[src/rtl/otbn_otp_key_requester.sv]
// OTBN-side initiator of the OTBN/OTP key handshake.
// Issues req, waits for ack, and captures key/nonce on a valid seed.
// It also handles per-attempt timeout, bounded retry with a one-cycle
// backoff, secure wipe and a sticky error.
module otbn_otp_key_requester #(
  parameter int unsigned KeyWidth      = 128,
  parameter int unsigned NonceWidth    = 64,
  parameter int unsigned TimeoutCycles = 64,
  parameter int unsigned MaxRetries    = 2
) (
  input  logic                  clk,
  input  logic                  rst_n,
  input  logic                  start_i,
  input  logic                  wipe_i,
  output logic                  otp_req_o,
  input  logic                  otp_ack_i,
  input  logic [KeyWidth-1:0]   otp_key_i,
  input  logic [NonceWidth-1:0] otp_nonce_i,
  input  logic                  otp_seed_valid_i,
  output logic [KeyWidth-1:0]   key_o,
  output logic [NonceWidth-1:0] nonce_o,
  output logic                  key_valid_o,
  output logic                  busy_o,
  output logic                  done_o,
  output logic                  err_o,
  output logic                  spurious_ack_o
);

  localparam int unsigned TW = $clog2(TimeoutCycles);
  localparam int unsigned RW = (MaxRetries > 0) ? $clog2(MaxRetries + 1) : 1;

  localparam logic [TW-1:0] TMO_LAST  = TW'(TimeoutCycles - 1);
  localparam logic [RW-1:0] RETRY_MAX = RW'(MaxRetries);

  localparam logic [2:0] ST_IDLE    = 3'd0;
  localparam logic [2:0] ST_REQ     = 3'd1;
  localparam logic [2:0] ST_BACKOFF = 3'd2;
  localparam logic [2:0] ST_DONE    = 3'd3;
  localparam logic [2:0] ST_ERROR   = 3'd4;

  logic [2:0]    state_q;
  logic [TW-1:0] tmo_q;
  logic [RW-1:0] retry_q;

  // FSM, counters and all registered outputs. Wipe beats start and ack.
  always_ff @(posedge clk or negedge rst_n) begin
    if (!rst_n) begin
      state_q        <= ST_IDLE;
      tmo_q          <= '0;
      retry_q        <= '0;
      otp_req_o      <= 1'b0;
      key_o          <= '0;
      nonce_o        <= '0;
      key_valid_o    <= 1'b0;
      busy_o         <= 1'b0;
      done_o         <= 1'b0;
      err_o          <= 1'b0;
      spurious_ack_o <= 1'b0;
    end else begin
      done_o         <= 1'b0;
      spurious_ack_o <= 1'b0;
      if (wipe_i) begin
        state_q     <= ST_IDLE;
        tmo_q       <= '0;
        retry_q     <= '0;
        otp_req_o   <= 1'b0;
        key_o       <= '0;
        nonce_o     <= '0;
        key_valid_o <= 1'b0;
        busy_o      <= 1'b0;
        err_o       <= 1'b0;
      end else begin
        case (state_q)
          ST_IDLE, ST_DONE: begin
            if (otp_ack_i) spurious_ack_o <= 1'b1;
            if (start_i) begin
              state_q     <= ST_REQ;
              tmo_q       <= '0;
              retry_q     <= '0;
              otp_req_o   <= 1'b1;
              key_valid_o <= 1'b0;
              busy_o      <= 1'b1;
            end
          end
          ST_REQ: begin
            if (otp_ack_i && otp_seed_valid_i) begin
              state_q     <= ST_DONE;
              key_o       <= otp_key_i;
              nonce_o     <= otp_nonce_i;
              key_valid_o <= 1'b1;
              done_o      <= 1'b1;
              otp_req_o   <= 1'b0;
              busy_o      <= 1'b0;
            end else if (otp_ack_i || (tmo_q == TMO_LAST)) begin
              // Failed attempt: bad seed or timeout.
              otp_req_o <= 1'b0;
              if (retry_q < RETRY_MAX) begin
                state_q <= ST_BACKOFF;
                retry_q <= retry_q + 1'b1;
              end else begin
                state_q <= ST_ERROR;
                err_o   <= 1'b1;
                busy_o  <= 1'b0;
              end
            end else begin
              tmo_q <= tmo_q + 1'b1;
            end
          end
          ST_BACKOFF: begin
            // A late good ack is still accepted; a late bad one is dropped.
            if (otp_ack_i && otp_seed_valid_i) begin
              state_q     <= ST_DONE;
              key_o       <= otp_key_i;
              nonce_o     <= otp_nonce_i;
              key_valid_o <= 1'b1;
              done_o      <= 1'b1;
              busy_o      <= 1'b0;
            end else begin
              state_q   <= ST_REQ;
              tmo_q     <= '0;
              otp_req_o <= 1'b1;
            end
          end
          ST_ERROR: begin
            if (otp_ack_i) spurious_ack_o <= 1'b1;
          end
          default: begin
            state_q   <= ST_IDLE;
            otp_req_o <= 1'b0;
            busy_o    <= 1'b0;
          end
        endcase
      end
    end
  end

endmodule

[config.mk]
export PLATFORM = sky130hd
export DESIGN_NAME = otbn_otp_key_requester
export DESIGN_NICKNAME = d
export VERILOG_FILES = /design/src/rtl/otbn_otp_key_requester.sv
export SDC_FILE = /design/constraint.sdc
export NUM_CORES = 1
export LEC_CHECK = 0
export ABC_AREA = 1
export BUFFER_PORTS_ARGS = -buffer_cell sky130_fd_sc_hd__buf_2
export CAP_MARGIN = 10
export CORE_MARGIN = 1
export CORE_UTILIZATION = 36
export DETAILED_ROUTE_END_ITERATION = 7
export PLACE_DENSITY = 0.67
export SKIP_CTS_REPAIR_TIMING = 1
export SLEW_MARGIN = 20
export SYNTH_ARGS = -nofsm -noshare
export SYNTH_HDL_FRONTEND = slang
export SYNTH_SLANG_ARGS = --single-unit
[constraint.sdc]
create_clock -name clk -period 1.65 [get_ports clk]
set_clock_uncertainty 0.1 [all_clocks]
set_input_delay 0.165 -clock clk [delete_from_list [all_inputs] [get_ports clk]]
set_output_delay 0.165 -clock clk [all_outputs]
set_load 0.01 [all_outputs]
==> metrics.txt, run 1 <==
vias in the first global route just under 8,000; Total Routing Usage GR roughly 20%; antenna violations before repair 0; DRT met1 WL between 10 and 15 mm; Register-to-Register Path Depth 8; grt total ovfl 0; Max FO, Critical Path 31; Rel. slew slack between 60% and 70%; Max Cap Violations 0; total clock buffers created by CTS 24; largest family of logic cells by synthesized area simple AND/OR/NAND/NOR gates; Switching Share ~30%; Clock transition at path regs 60 ps; residual DRC count 0; Initial DRT Pass Iterations 5; CTS root buffer clkbuf_16; Clock Path Buffers 3; metal2 WL 15.5 mm; Max VDD drop 780 uV; Fmax slightly above 600 MHz; status complete, no violations; hold path depth 6; Die ar. ~0.025 mm2; Core Footprint about 0.023 mm2; post-synthesis xor/xnor area fraction 0.102%; multiplexer share of the synthesized area 0%; remaining antenna violation count after routing 0; Setup TNS 0 ps; Starting Density approximately 37%; # H-tree levels 1; highest metal used met4; crit path kind primary input to flip-flop; clock share of power between 30% and 40%; top cell type's share of synthesized area slightly above 60%; Hold Path Class primary input to flip-flop; Synth Register Bits 209; met3 WL 2.78 mm; leading area contributor after synthesis dfrtp_1; crit path launch type primary input; sequential-to-total area share from yosys stat between 60% and 70%; complex-gate fraction of the synthesized area less than 1%; pin count of the biggest net entering global routing 65; Hold Fails Final Rpt 0; gpl congestion between 0.8 and 0.9; final worst slack 27.3 ps; worst skew pair latency around 520 ps; CP Capture Type flip-flop; Avg Inst Size Synth 8.81 um2; measured slew at the worst slew-check pin slightly below 500 ps; DR vias/cell about 4.9; final period utilization between 90% and 100%; WP data required just under 2000 ps; post-detail-place hpwl approximately 19 mm; max-slew violations 0; Die Y roughly 160 um; P_int about 11 mW; Final Setup Violations 0; synth warn 0; share of layout cells above drive strength 1 31.6%; CTS tree yes; post-synth cell types 28; CP arrival 1970 ps; Mapped Area 0.00862 mm2; cell row count 56; post-synthesis adder-cell area fraction less than 1%; antenna cells 0; nets@finish approximately 1,800; RSZ-0062 raised after global routing true; Period minus WS final approximately 1600 ps; DIE WIDTH ~160 um; IO Pins around 400; first-pass GRT wire length roughly 40 mm; DP Worst Slack roughly 18 ps; Syn Inst Count ~980; FILL cells between 1,500 and 2,000; via count approximately 9,400; WL final 31.3 mm; total net switching power around 4.7 mW; synthesis-to-layout area growth 63.7%; Port Buffer Count between 300 and 400; first-iteration detailed-routing DRC count roughly 740; largest cells by area after synthesis dfrtp_1, nand2_1, nand3_1, buf_2, buf_4; CTS Sinks ~210; PD cells roughly 1100 mW/mm2; drt wl/cell between 15 and 20 um; Gate power share roughly 25%; Seq pwr share between 30% and 40%; Leak Pwr between 8 and 9 nW; Net Count, Synth between 1,000 and 1,500; Synth Area in Simple Gates between 30% and 40%
-- logic make-up after synthesis --
logic type               Yosys count
AND/OR/NAND/NOR                  674
buffers and inverters             83
XOR/XNOR                           1
flip-flops                       209
adder cells (fa/ha/maj)            1
AO/OA/AOI/OAI                     11
-- stage by stage --
stage	total power, mW	instances	utilization, %	area, um2	hold slack [ps]
detailed placement	9.47	1669	47.6	11200	66.2
CTS	15.1	1712	51.2	12000	-486
global placement	9.41	1669	47.6	11200	68.5
global route	16.3	1912	60.1	14100	127
finish	15.6	1912	60.1	14100	90.2
floorplan	7.87	979	-	8620	-231
-- Yosys cell counts --
cell type and count:
a2111oi_0 1, a21oi_1 4, buf_1 2, buf_2 25, buf_4 15, buf_6 9, clkbuf_1 14, dfrtp_1 209
ha_1 1, inv_1 12, inv_2 6, nand2_1 438, nand2_2 3, nand2_4 1, nand3_1 207, nand3_2 1
nand3b_1 1, nand4_1 1, nor2_1 16, nor2_4 1, nor3_1 1, nor3_2 1, nor3b_1 2, o21ai_0 2
o21ai_1 2, o21bai_1 2, or2_0 1, xor2_1 1
-- area by class of cell --
class	instances	area, um2	area share (%)
flip-flops and latches	209	5230	37.1
clock inverters	13	188	1.33
repair buffers	636	4590	32.5
multi-input cells	687	2960	21.0
inverters	18	85.1	0.603
well taps	319	399	2.83
clock buffers	30	653	4.63
-- metal layers --
layer	track usage (%)	vias up
met5	0	-
met4	7.19	0
met3	5.70	116
met2	35.6	559
met1	24.0	4431
li1	-	4327
-- state kept, by name (all words and copies together), names as in the netlist, 2 cells and up --
name,cells
key_o,128
nonce_o,64
retry_q,2
state_q,3
tmo_q,6
-- power groups by stage --
stage / registers [mW] / logic [mW] / clock network [mW]
after floorplan: 6.42 / 1.45 / 0
after global placement: 6.14 / 3.28 / 0
after detailed placement: 6.16 / 3.32 / 0
after CTS: 6.08 / 3.32 / 5.74
after global routing: 6.17 / 4.19 / 5.94
final: 6.11 / 3.84 / 5.61
-- worst max-delay path: stages --
cell,delay [ps]
dlygate4sd3_1,550
buf_2,210
nor3_2,340
nand2_4,140
clkinv_8,140
buf_12,190
nand2_1,130
nand2_1,90
-- cell usage in the layout, fill, tap and decap left out, types with 4 or more instances in the layout --
cell type / instances
bufinv_16: 4
clkbuf_16: 26
clkinv_2: 5
dlygate4sd3_1: 196
a21oi_1: 4
nor2_2: 4
inv_1: 12
buf_12: 18
inv_2: 4
buf_2: 394
nand3_1: 205
buf_4: 21
clkbuf_8: 4
dfrtp_1: 206
nand2_1: 438
nor2_1: 12
-- final timing paths --
| check | startpoint | end | slack, ps |
|---|---|---|---|
| setup / recovery | wipe_i | nonce_o[49] | 30 |
| hold / removal | start_i | retry_q[0] | 90 |
| setup reg to reg | state_q[1] | key_o[77] | 40 |
| hold reg to reg | key_valid_o | key_valid_o | 370 |
| max in group asynchronous | rst_n | state_q[0] | 750 |
| min in group asynchronous | rst_n | key_o[66] | 110 |
Note: power is estimated with default switching activity, not from simulation.
==> inputs of run 2 (changes only) <==
--- a/config.mk
+++ b/config.mk
@@ -5,13 +5,12 @@
 export SDC_FILE = /design/constraint.sdc
 export NUM_CORES = 1
 export LEC_CHECK = 0
-export ABC_AREA = 1
 export BUFFER_PORTS_ARGS = -buffer_cell sky130_fd_sc_hd__buf_2
 export CAP_MARGIN = 10
-export CORE_MARGIN = 1
-export CORE_UTILIZATION = 36
+export CORE_AREA = 2 2 155 157
 export DETAILED_ROUTE_END_ITERATION = 7
-export PLACE_DENSITY = 0.67
+export DIE_AREA = 0 0 157 159
+export PLACE_DENSITY = 0.65
 export SKIP_CTS_REPAIR_TIMING = 1
 export SLEW_MARGIN = 20
 export SYNTH_ARGS = -nofsm -noshare
==> run 2 against run 1 <==
Maximum frequency fell by 6.6%. Register-to-register slack got worse by 130 ps. Count of clock-buffer cells in the layout fell by 1. Sequential cell count did not move. The run now ends with hold timing, setup timing left. Die area rose by 1.6%. Worst hold slack got worse by 290 ps. Global-route usage fell by 3.6 points. Via count fell by 21%. Critical path depth fell by 2. Worst setup slack got worse by 110 ps. Highest routed layer unchanged.
==> metrics.txt, run 2 <==
vias in the first global route 6,342 (-19%); Clock transition at path regs 60 ps (about the same); Switching Share 24.4% (-6.0 points); Port Buffer Count 395 (unchanged); Net Count, Synth 732 (-38%); leading register cell type out of synthesis dfrtp_1; DR vias/cell 4.94 (+0.22%); reg2reg start state_q[1]; Setup TNS -7150 ps (-7150 ps); Largest regs key_o (128), nonce_o (64), tmo_q (6); gpl congestion 0.832 (-7.5%); cell mode on critical path buf_12; post-detail-place hpwl 16.2 mm (-14%); cell row count 56 (unchanged); Hold Fails Final Rpt 1 (+1); Post-synth EDFFs 0 (unchanged); measured slew at the worst slew-check pin 326 ps (-156 ps); top cell type's share of synthesized area 66.8% (+6.1 points); CP Capture Type flip-flop; total clock buffers created by CTS 22 (-8.3%); WL final 27.4 mm (-13%); CTS root buffer clkbuf_16; count leader, synth dfrtp_1; RSZ-0062 raised after global routing true; Gate power share 16.1% (-8.6 points); Max VDD drop 507 uV (-35%); sequential-to-total area share from yosys stat 66.8% (+6.1 points); max-slew violations 0 (unchanged); leading cell types in the layout, fill and taps excluded buf_2, dfrtp_1, dlygate4sd3_1, a22o_1, buf_4; # H-tree levels 1 (unchanged); via count 7,466 (-21%); FILL cells 1,770 (-1.4%); residual DRC count 0 (unchanged); remaining antenna violation count after routing 0 (unchanged); largest register by flop count key_o; Total Routing Usage GR 16.9% (-3.6 points); Hold Path Class primary input to flip-flop; max FFs per register 128 (unchanged); first-pass GRT wire length 34.0 mm (-14%); CP max-delay cell dfrtp_2; IO Pins 396 (unchanged); clock share of power 39.3% (+3.2 points); Synth Area in Simple Gates 3.18% (-30 points); Final Setup Violations 193 (+193); Avg Inst Size Synth 14.7 um2 (+67%); CP arrival 2070 ps (+100 ps); grt total ovfl 0 (unchanged); total net switching power 3.02 mW (-36%); CP top delay family flip-flops; synth warn 0 (unchanged); Initial DRT Pass Iterations 4 (-1); Hold Startpoint otp_key_i[67]; Synth Register Bits 209 (unchanged); synthesis-to-layout area growth 73.8%; asr flop ratio synth 100% (unchanged); Critical Path Max Stage Delay 450 ps (-100 ps); pin count of the biggest net entering global routing 62 (-4.6%); WP data required 1980 ps (about the same); Mapped Area 0.00783 mm2 (-9.2%); complex-gate fraction of the synthesized area 24.3% (+24 points); post-synth cell types 49 (+75%); DP Worst Slack -86.3 ps (-105 ps); Clock Path Buffers 3 (unchanged); Leak Pwr 7.30 nW (-12%); final worst slack -86.8 ps (-114 ps); post-synthesis xor/xnor area fraction 0.320% (+0.22 points); Core Footprint 0.0232 mm2 (-1.2%); PD cells 907 mW/mm2 (-18%); Die ar. 0.0250 mm2 (+1.6%); antenna violations before repair 0 (unchanged); Starting Density 33.8% (-3.0 points); Syn Inst Count 533 (-46%); Max Cap Violations 0 (unchanged); largest family of logic cells by synthesized area compound AO/OA/AOI/OAI gates; most common cell after layout, fill and taps aside buf_2; Max FO, Critical Path 17 (-45%); Die Y 159 um (+1.4%); failing checks hold timing, setup timing; crit path kind flip-flop to flip-flop; Rel. slew slack 78.3% (+10 points); Seq pwr share 44.6% (+5.3 points); crit path launch type flip-flop; Crit path buffers/inverters 2 (-2); crit-path cells xnor2_4 > nor3_2 > nor2_4 > buf_12 > buf_12 > a22o_1; most frequent cells after synthesis dfrtp_1, a22o_1, buf_2, buf_6, nor2_1; CTS tree yes; first-iteration detailed-routing DRC count 383 (-48%); post-synthesis adder-cell area fraction 0.160% (+0.015 points); DIE WIDTH 157 um (+0.15%); nets@finish 1,376 (-22%); final period utilization 105% (+6.9 points); Hold WS -196 ps (-286 ps); largest cells by area after synthesis dfrtp_1, a22o_1, buf_6, buf_2, nor2_1; CTS Sinks 209 (unchanged); multiplexer share of the synthesized area 0.543% (+0.54 points); Period minus WS final 1740 ps (+114 ps); worst skew pair latency 500 ps (-20 ps); Fmax 576 MHz (-6.6%); share of layout cells above drive strength 1 44.8% (+13 points); status complete, but fails checks; drt wl/cell 18.1 um (+11%); Critical path origin state_q[1]; P_int 9.32 mW (-14%); leading area contributor after synthesis dfrtp_1
[run 2: cell types whose count changed in the layout (fill, tap and decap cells not counted), moves of 6 or more]
cell     change
nand3_1    -203
buf_6       +14
inv_1        -9
buf_12       -6
buf_4       +18
a22o_1     +194
nand2_1    -432
[run 2: per-stage QoR]
step	power, mW	utilization (%)	area (um2)	hold WS [ps]	cells
after floorplan	6.18	-	7850	-231	533
after global placement	6.99	45.3	10500	4.89	1260
after detailed placement	7.02	45.3	10500	10.8	1260
after CTS	11.9	48.4	11200	-536	1296
after global routing	12.8	58.7	13600	-209	1508
final	12.3	58.7	13600	-196	1510
[run 2: cell type report]
type | instances | area (um2) | share of cell area [%]
antenna | 2 | 5.00 | 0.0368
clock buffer | 29 | 638 | 4.69
clock inverter | 7 | 66.3 | 0.487
inverter | 4 | 22.5 | 0.165
multi-input combinational | 273 | 2360 | 17.3
sequential | 209 | 5230 | 38.4
tap | 319 | 399 | 2.93
timing repair buffer | 667 | 4890 | 35.9
[run 2: worst register-to-register path: stages, from the launching register on]
cell,delay [ps]
dfrtp_2,450
xnor2_4,260
nor3_2,90
nor2_4,230
buf_12,210
buf_12,180
a22o_1,150
[run 2: final timing paths]
check	endpoint	slack, ps	cells after the start
worst max-delay path	key_o[112]	-90	6
worst min-delay path	key_o[67]	-200	2
worst max register to register	key_o[112]	-90	6
worst min register to register	nonce_o[33]	390	1
max in group asynchronous	key_o[95]	780	3
min in group asynchronous	key_o[28]	40	2
[run 2: metal layers]
metal	up-vias	share of wire [%]	wire, um	GRT usage, %
li1	3350	-	-	-
met1	3718	39	10800	20.8
met4	0	3.4	934	6.71
met3	64	6.3	1710	3.40
met2	334	51	13900	28.9
met5	-	0	0	0
[run 2: power groups by stage]
stage / sequential [mW] / combinational, mW / clock (mW)
6_report: 5.50 / 1.99 / 4.85
5_1_grt: 5.52 / 2.14 / 5.18
4_1_cts: 5.48 / 1.45 / 4.97
3_5_place_dp: 5.57 / 1.45 / 0
3_3_place_gp: 5.57 / 1.42 / 0
2_1_floorplan: 5.67 / 0.511 / 0
[run 2: kinds of logic after synthesis]
group,Yosys count
multiplexers,4
AND/OR/NAND/NOR,44
adder cells (fa/ha/maj),1
buffers and inverters,51
AO/OA/AOI/OAI,222
flip-flops,209
XOR/XNOR,2
